**src/rtl/correlator_pkt_framer_pkg.sv**
```systemverilog
// Shared types and constants for the correlator packet framer.
package correlator_pkg;

    typedef enum logic [1:0] {
        IDLE    = 2'd0,
        COLLECT = 2'd1,
        CHECK   = 2'd2,
        EMIT    = 2'd3
    } state_t;

    localparam int         PKT_LEN_DEFAULT   = 5;
    localparam logic [7:0] SYNC_BYTE_DEFAULT = 8'hA5;

    localparam int WINNUM  = 0;
    localparam int COUNTX  = 1;
    localparam int COUNTY  = 2;
    localparam int ISECT   = 3;
    localparam int SYMDIFF = 4;

endpackage

```
**src/rtl/correlator_pkt_framer_if.sv**
```systemverilog
// FIFO-side and byte-pipe-side signals of the framer; names are from the framer's point of view.
interface correlator_pkt_framer_if;
    logic [7:0] i_pktfifo_data;
    logic       i_pktfifo_empty;
    logic       o_pktfifo_pop;
    logic       o_pktfifo_flush;
    logic [7:0] o_bp_data;
    logic       o_bp_valid;
    logic       i_bp_ready;

    modport master (
        input  i_pktfifo_data, i_pktfifo_empty, i_bp_ready,
        output o_pktfifo_pop, o_pktfifo_flush, o_bp_data, o_bp_valid
    );

    modport slave (
        output i_pktfifo_data, i_pktfifo_empty, i_bp_ready,
        input  o_pktfifo_pop, o_pktfifo_flush, o_bp_data, o_bp_valid
    );
endinterface

```
**src/rtl/correlator_pkt_framer_seqcheck.sv**
```systemverilog
// Window-number continuity checker: expected-winNum register and saturating drop counter.
module correlator_pkt_seqcheck
    import correlator_pkg::*;
#(
    parameter int DROPCOUNT_W = 8
) (
    input  logic                   i_clk,
    input  logic                   i_rst,
    input  logic                   i_clr,
    input  logic                   i_chk,
    input  logic [7:0]             i_win,
    output logic [DROPCOUNT_W-1:0] o_drop_count
);
    localparam int SW = ((DROPCOUNT_W > 8) ? DROPCOUNT_W : 8) + 1;
    localparam logic [DROPCOUNT_W-1:0] CNT_MAX = {DROPCOUNT_W{1'b1}};

    logic [7:0]             r_expected;
    logic                   r_exp_vld;
    logic [DROPCOUNT_W-1:0] r_cnt;
    logic [7:0]             w_diff;
    logic [SW-1:0]          w_sum;

    // Modular gap: equal winNums give zero, so no separate mismatch test is needed.
    assign w_diff = i_win - r_expected;
    assign w_sum  = SW'(r_cnt) + SW'(w_diff);

    always_ff @(posedge i_clk) begin
        if (i_rst) begin
            r_expected <= 8'h00;
            r_exp_vld  <= 1'b0;
            r_cnt      <= '0;
        end else if (i_clr) begin
            r_exp_vld  <= 1'b0;
        end else if (i_chk) begin
            if (r_exp_vld)
                r_cnt <= (w_sum > SW'(CNT_MAX)) ? CNT_MAX : DROPCOUNT_W'(w_sum);
            r_expected <= i_win + 8'd1;
            r_exp_vld  <= 1'b1;
        end
    end

    assign o_drop_count = r_cnt;
endmodule

```
**src/rtl/correlator_pkt_framer.sv**
```systemverilog
// Pops fixed-length correlator packets and re-emits them as SYNC-prefixed byte frames.
// Optional trailing XOR checksum byte: define CORRELATOR_PKT_FRAMER_CHECKSUM_EN.
module correlator_pkt_framer
    import correlator_pkg::*;
#(
    parameter int         PKT_LEN     = PKT_LEN_DEFAULT,
    parameter logic [7:0] SYNC_BYTE   = SYNC_BYTE_DEFAULT,
    parameter int         DROPCOUNT_W = 8
) (
    input  logic                      i_clk,
    input  logic                      i_rst,
    input  logic                      i_cg,
    input  logic                      i_enable,
    correlator_pkt_framer_if.master   io_bus,
    output logic [DROPCOUNT_W-1:0]    o_dropCount,
    output logic                      o_busy
);
`ifdef CORRELATOR_PKT_FRAMER_CHECKSUM_EN
    localparam int FRAME_LEN = PKT_LEN + 2;
`else
    localparam int FRAME_LEN = PKT_LEN + 1;
`endif
    localparam int BUF_IW = $clog2(PKT_LEN);
    localparam int OUT_IW = $clog2(FRAME_LEN);

    state_t                  r_state, w_next_state;
    logic                    r_prev_en;
    logic [BUF_IW-1:0]       r_idx;
    logic [OUT_IW-1:0]       r_out_idx;
    logic [PKT_LEN-1:0][7:0] r_buf;
    logic [7:0]              r_bp_data;
    logic                    r_bp_valid;
    logic                    w_pop, w_flush, w_accept;
    logic                    w_last_in, w_last_out;
    logic [7:0]              w_next_byte;

    assign w_last_in  = (r_idx == BUF_IW'(PKT_LEN - 1));
    assign w_last_out = (r_out_idx == OUT_IW'(FRAME_LEN - 1));

    always_comb begin
        w_next_state = r_state;
        w_pop        = 1'b0;
        w_flush      = 1'b0;
        w_accept     = 1'b0;
        if (i_cg) begin
            case (r_state)
                IDLE: if (i_enable && !r_prev_en) begin
                    w_flush      = 1'b1;
                    w_next_state = COLLECT;
                end
                COLLECT: if (!i_enable) begin
                    w_next_state = IDLE;
                end else if (!io_bus.i_pktfifo_empty) begin
                    w_pop = 1'b1;
                    if (w_last_in) w_next_state = CHECK;
                end
                CHECK: w_next_state = EMIT;
                EMIT: if (r_bp_valid && io_bus.i_bp_ready) begin
                    w_accept = 1'b1;
                    // A frame in flight always completes; disable takes effect at its end.
                    if (w_last_out) w_next_state = i_enable ? COLLECT : IDLE;
                end
                default: w_next_state = IDLE;
            endcase
        end
    end

`ifdef CORRELATOR_PKT_FRAMER_CHECKSUM_EN
    logic [7:0] r_csum, w_csum;

    always_comb begin
        w_csum = SYNC_BYTE;
        for (int i = 0; i < PKT_LEN; i++) w_csum = w_csum ^ r_buf[i];
    end
`endif

    // Byte presented after the one currently accepted: payload, then checksum if built in.
    always_comb begin
        w_next_byte = 8'h00;
`ifdef CORRELATOR_PKT_FRAMER_CHECKSUM_EN
        w_next_byte = r_csum;
`endif
        if (r_out_idx < OUT_IW'(PKT_LEN)) w_next_byte = r_buf[BUF_IW'(r_out_idx)];
    end

    always_ff @(posedge i_clk) begin
        if (i_rst) begin
            r_state    <= IDLE;
            r_prev_en  <= 1'b0;
            r_idx      <= '0;
            r_out_idx  <= '0;
            r_buf      <= '0;
            r_bp_data  <= 8'h00;
            r_bp_valid <= 1'b0;
`ifdef CORRELATOR_PKT_FRAMER_CHECKSUM_EN
            r_csum     <= 8'h00;
`endif
        end else if (i_cg) begin
            r_state   <= w_next_state;
            r_prev_en <= i_enable;
            if (w_flush || (r_state == COLLECT && !i_enable)) r_idx <= '0;
            if (w_pop) begin
                r_buf[r_idx] <= io_bus.i_pktfifo_data;
                r_idx        <= w_last_in ? '0 : r_idx + 1'b1;
            end
            if (r_state == CHECK) begin
                r_bp_valid <= 1'b1;
                r_bp_data  <= SYNC_BYTE;
                r_out_idx  <= '0;
`ifdef CORRELATOR_PKT_FRAMER_CHECKSUM_EN
                r_csum     <= w_csum;
`endif
            end
            if (w_accept) begin
                if (w_last_out) begin
                    r_bp_valid <= 1'b0;
                    r_bp_data  <= 8'h00;
                end else begin
                    r_out_idx <= r_out_idx + 1'b1;
                    r_bp_data <= w_next_byte;
                end
            end
        end
    end

    correlator_pkt_seqcheck #(.DROPCOUNT_W(DROPCOUNT_W)) u_seqcheck (
        .i_clk        (i_clk),
        .i_rst        (i_rst),
        .i_clr        (w_flush),
        .i_chk        (i_cg && (r_state == CHECK)),
        .i_win        (r_buf[WINNUM]),
        .o_drop_count (o_dropCount)
    );

    assign io_bus.o_pktfifo_pop   = w_pop;
    assign io_bus.o_pktfifo_flush = w_flush;
    assign io_bus.o_bp_data       = r_bp_data;
    assign io_bus.o_bp_valid      = r_bp_valid;
    assign o_busy                 = (r_state != IDLE);
endmodule

```
**src/flat_wrapper.sv**
```systemverilog
// flat-port wrapper written by rule: the top's interface ports become plain ports
module correlator_pkt_framer_flat import correlator_pkg::*;
#(
    parameter int         PKT_LEN     = PKT_LEN_DEFAULT,
    parameter logic [7:0] SYNC_BYTE   = SYNC_BYTE_DEFAULT,
    parameter int         DROPCOUNT_W = 8
)
  (i_clk, i_rst, i_cg, i_enable, o_dropCount, o_busy, io_bus_i_pktfifo_data, io_bus_i_pktfifo_empty, io_bus_i_bp_ready, io_bus_o_pktfifo_pop, io_bus_o_pktfifo_flush, io_bus_o_bp_data, io_bus_o_bp_valid);
  correlator_pkt_framer_if io_bus_i ();
  input  logic i_clk;
  input  logic i_rst;
  input  logic i_cg;
  input  logic i_enable;
  output logic [DROPCOUNT_W-1:0] o_dropCount;
  output logic o_busy;
  input wire logic [$bits(io_bus_i.i_pktfifo_data)-1:0] io_bus_i_pktfifo_data;
  input wire logic [$bits(io_bus_i.i_pktfifo_empty)-1:0] io_bus_i_pktfifo_empty;
  input wire logic [$bits(io_bus_i.i_bp_ready)-1:0] io_bus_i_bp_ready;
  output wire logic [$bits(io_bus_i.o_pktfifo_pop)-1:0] io_bus_o_pktfifo_pop;
  output wire logic [$bits(io_bus_i.o_pktfifo_flush)-1:0] io_bus_o_pktfifo_flush;
  output wire logic [$bits(io_bus_i.o_bp_data)-1:0] io_bus_o_bp_data;
  output wire logic [$bits(io_bus_i.o_bp_valid)-1:0] io_bus_o_bp_valid;
  assign io_bus_i.i_pktfifo_data = io_bus_i_pktfifo_data;
  assign io_bus_i.i_pktfifo_empty = io_bus_i_pktfifo_empty;
  assign io_bus_i.i_bp_ready = io_bus_i_bp_ready;
  assign io_bus_o_pktfifo_pop = io_bus_i.o_pktfifo_pop;
  assign io_bus_o_pktfifo_flush = io_bus_i.o_pktfifo_flush;
  assign io_bus_o_bp_data = io_bus_i.o_bp_data;
  assign io_bus_o_bp_valid = io_bus_i.o_bp_valid;
  correlator_pkt_framer #(.PKT_LEN(PKT_LEN), .SYNC_BYTE(SYNC_BYTE), .DROPCOUNT_W(DROPCOUNT_W)) u_core (.i_clk(i_clk), .i_rst(i_rst), .i_cg(i_cg), .i_enable(i_enable), .io_bus(io_bus_i), .o_dropCount(o_dropCount), .o_busy(o_busy));
endmodule
```
**config.mk**
```make
export PLATFORM = sky130hd
export DESIGN_NAME = correlator_pkt_framer_flat
export DESIGN_NICKNAME = d
export VERILOG_FILES = /design/src/rtl/correlator_pkt_framer_pkg.sv /design/src/rtl/correlator_pkt_framer_if.sv /design/src/rtl/correlator_pkt_framer_seqcheck.sv /design/src/rtl/correlator_pkt_framer.sv /design/src/flat_wrapper.sv
export SDC_FILE = /design/constraint.sdc
export NUM_CORES = 1
export LEC_CHECK = 0
export BUFFER_PORTS_ARGS = -buffer_cell sky130_fd_sc_hd__buf_2
export CORE_UTILIZATION = 45
export CTS_CLUSTER_SIZE = 28
export DETAILED_ROUTE_END_ITERATION = 10
export PLACE_DENSITY = 0.75
export SLEW_MARGIN = 30
export SYNTH_ARGS = -nofsm -noshare
export SYNTH_HDL_FRONTEND = slang
export SYNTH_HIERARCHICAL = 1
export SYNTH_SLANG_ARGS = --single-unit
```
**constraint.sdc**
```tcl
create_clock -name i_clk -period 3 [get_ports i_clk]
set_input_delay 0.3 -clock i_clk [delete_from_list [all_inputs] [get_ports i_clk]]
set_output_delay 0.3 -clock i_clk [all_outputs]
set_load 0.03 [all_outputs]
```
==> flow_metrics.tcl <==
set metrics [dict create \
    io_pins 34 \
    clock_latency_ns 0.35 \
    worst_pin_slew_ns 0.804 \
    syn_area_per_cell_sq_um 9.19 \
    placementRows 34 \
    cp.required_ns 3.21 \
    critPathLaunchType "register" \
    hp-class "input pin to register" \
    arrival_ns 3.07 \
    min_path_cells 3 \
    ys_types 56 \
    min_to "u_core/r_buf[19]$_SDFFE_PP0P_" \
    ant_nets 0 \
    finalCriticalPeriod_ns 2.86 \
    grt_setup_unrepaired "true" \
    r2r_start "u_core/r_buf[0]$_SDFFE_PP0P_" \
    end_kind "register" \
    synth_edf_count 0 \
    core_sq_mm 0.00876 \
    clockRootBuffer "clkbuf_8" \
    hold_violations 0 \
    p_seq_frac 0.536 \
    ys_seq_area_frac 0.367 \
    place_congestion 0.827 \
    cp_max_fo 4 \
    drv_cap 0 \
    reg2regPathDepth 13 \
    finalWorstSetupSlack_ns 0.137 \
    routed_wl_um 8930 \
    numCtsBuffers 9 \
    syn_to_final_growth_pct 12.9 \
    critPathKind "register to register" \
    ctsHtreeMaxLevel 3 \
    reg2reg_to "u_core/u_seqcheck/o_drop_count[7]$_SDFFE_PP0P_" \
    dp_hpwl_um 6450 \
    hold-worst-slack_ns 0.257 \
    dr.first_iter.drc_count 166 \
    via_per_inst 5.54 \
    final_layout_size_suffix_gt1_frac 0.192 \
    grt_pass1_vias 3287 \
    regToRegSetupSlack_ns 0.14 \
    num_antenna_cells 0 \
    nets 516 \
    syn_area_sq_mm 0.00409 \
    async_reset_ff_frac 0 \
    synth_nets 481 \
    leakagePower_uw 0.00169 \
    clock-sinks 75 \
    synthFlopType "dfxtp_1" \
    period_share 0.954 \
    yosys_warnings 6 \
    slew_headroom 0.460 \
    fin_skew_ns 0.00922 \
    fill_cells 810 \
    vias 3287 \
    cts_hold_buffers 0 \
    regArea_sq_mm 0.00150 \
    switching_share 0.273 \
    die_area_sq_mm 0.00947 \
    p_int_uw 1370 \
    grt_use_total 0.198 \
    pre_cts_slack_ns -0.151 \
    setup_viol 0 \
    grt-ovfl-total 0 \
    die_x_um 97.3 \
    start_util 0.467 \
    tritoncts "done" \
    power.share.clock 0.387 \
    clockBufferDepth 2 \
    synth_cells 445 \
    antenna_found_initial 0 \
    grt_pass1_wl_um 15100 \
    max_freq_ghz 0.349 \
    multi_input_area_sq_mm 0.00245 \
    hp-start "io_bus_i_pktfifo_data[3]" \
    layout_common_cells "81 x nor2_1, 74 x dfxtp_1, 46 x mux2i_1" \
    grt_start_max_net_pins 38 \
    path_clk_slew_ns 0.09 \
    portBuffers 33 \
    drt_first_pass_iters 4 \
    outcome "finished clean" \
    power_density_mw_per_mm2 408 \
    p_switching_uw 514 \
    drc 0 \
    die_y_um 97.3 \
    mostFrequentLayoutCell "nor2_1" \
    ir_drop_v 0.000220 \
    report.final.slew_viol_count 0 \
    routedWlPerCell_um 15.1 \
    power_frac_comb 0.077 \
    ys_ff_latch 75 \
]
-- logic make-up after synthesis --
group	Yosys count	synth area share
adders and majority gates	22	0.0710
muxes	54	0.146
and+or+nand+nor	156	0.198
xor gates and xnor gates	13	0.0278
buffers and inverters	45	0.0483
DFF	75	0.367
AOI/OAI and AO/OA	80	0.143
-- power by group through the flow --
stage / registers, uW / logic, uW / clock network (uW)
final: 1010 / 144 / 729
after floorplan: 1030 / 97.3 / 0
after global routing: 1010 / 158 / 798
after CTS: 1010 / 139 / 752
after global placement: 1030 / 133 / 0
after detailed placement: 1030 / 137 / 0
-- cell type report --
| type | count | share of cell area |
|---|---|---|
| Timing Repair Buffer | 47 | 0.0585 |
| Clock inverter | 7 | 0.0127 |
| Inverter | 22 | 0.0179 |
| Clock buffer | 9 | 0.0268 |
| Tap cell | 108 | 0.0293 |
| Sequential cell | 75 | 0.325 |
| Multi-Input combinational cell | 325 | 0.530 |
-- cells in the mapped netlist, drive strengths merged, types with 3 or more instances --
cell / instances / share of area
mux2: 4 / 0.011
nor3: 8 / 0.0098
a21oi: 15 / 0.018
xor2: 5 / 0.011
nand2: 18 / 0.017
xnor2: 8 / 0.017
clkbuf: 15 / 0.016
o2bb2ai: 3 / 0.0064
ha: 20 / 0.061
o21ai: 12 / 0.015
a211oi: 15 / 0.028
mux2i: 46 / 0.11
nor4b: 3 / 0.0064
inv: 22 / 0.020
nor4: 4 / 0.017
nand2b: 8 / 0.012
a21o: 4 / 0.0073
o211ai: 3 / 0.0055
nor2b: 8 / 0.014
nand3: 10 / 0.012
nor2: 81 / 0.074
mux4: 4 / 0.022
a22o: 3 / 0.0064
buf: 8 / 0.012
dfxtp: 75 / 0.37
a311oi: 6 / 0.013
-- registers in the layout, indices dropped and copies added (netlist names), named ones only --
register and flops:
u_core/r_idx 3, u_core/u_seqcheck/r_exp_vld 1, u_core/io_bus.o_bp_valid 1, u_core/u_seqcheck/o_drop_count 8, u_core/r_state 1, u_core/r_buf 40, u_core/u_seqcheck/r_expected 8, u_core/r_out_idx 3
u_core/r_prev_en 1, u_core/io_bus.o_bp_data 8
-- worst max-delay path by stage --
stage                                                            start                                        endpoint  slack (ns)  cells after the start
final                                     u_core/r_buf[0]$_SDFFE_PP0P_  u_core/u_seqcheck/o_drop_count[7]$_SDFFE_PP0P_        0.14                     13
after floorplan                           u_core/r_buf[0]$_SDFFE_PP0P_  u_core/u_seqcheck/o_drop_count[7]$_SDFFE_PP0P_        0.07                     13
after CTS                 u_core/u_seqcheck/r_expected[1]$_SDFFE_PP0P_  u_core/u_seqcheck/o_drop_count[1]$_SDFFE_PP0P_       0.008                     13
after global placement                    u_core/r_buf[0]$_SDFFE_PP0P_  u_core/u_seqcheck/o_drop_count[7]$_SDFFE_PP0P_      -0.004                     13
after detailed placement                  u_core/r_buf[0]$_SDFFE_PP0P_  u_core/u_seqcheck/o_drop_count[1]$_SDFFE_PP0P_       -0.15                     13
after global routing                      u_core/r_buf[0]$_SDFFE_PP0P_  u_core/u_seqcheck/o_drop_count[7]$_SDFFE_PP0P_       -0.01                     13
-- stage by stage --
| stage | TNS [ns] | area, sq um | cells | util | total power [uW] |
|---|---|---|---|---|---|
| 2_1_floorplan | 0 | 4090 | 445 | - | 1130 |
| 3_3_place_gp | -0.00424 | 4370 | 575 | 0.499 | 1160 |
| 3_5_place_dp | -1.05 | 4370 | 575 | 0.499 | 1170 |
| 4_1_cts | 0 | 4570 | 592 | 0.521 | 1900 |
| 5_1_grt | -0.0233 | 4620 | 593 | 0.527 | 1970 |
| 6_report | 0 | 4620 | 593 | 0.527 | 1880 |
-- repair_timing --
item                                    4_1_cts  5_1_grt
endpoints found under the setup margin        8        8
buffers inserted                              1        1
resized for setup                             2       13
pin swaps                                     1        7
-- worst max-delay path, stage by stage, from the launching register on --
cell and delay [ns]:
dfxtp_1 0.32, inv_1 0.06, ha_2 0.20, fa_2 0.23, nor2b_1 0.05, o21ai_1 0.20
a21boi_2 0.10, or4_1 0.51, nand3_1 0.10, ha_1 0.24, buf_4 0.15, and2b_1 0.16
a221oi_1 0.29, a311oi_1 0.12
-- routing by layer --
| metal | track usage | routed length [um] |
|---|---|---|
| met4 | 0.0848 | 205 |
| met2 | 0.342 | 4310 |
| met5 | 0 | 0 |
| met1 | 0.239 | 4150 |
| met3 | 0.0396 | 260 |
No activity file was read; power rests on OpenSTA's default activity.
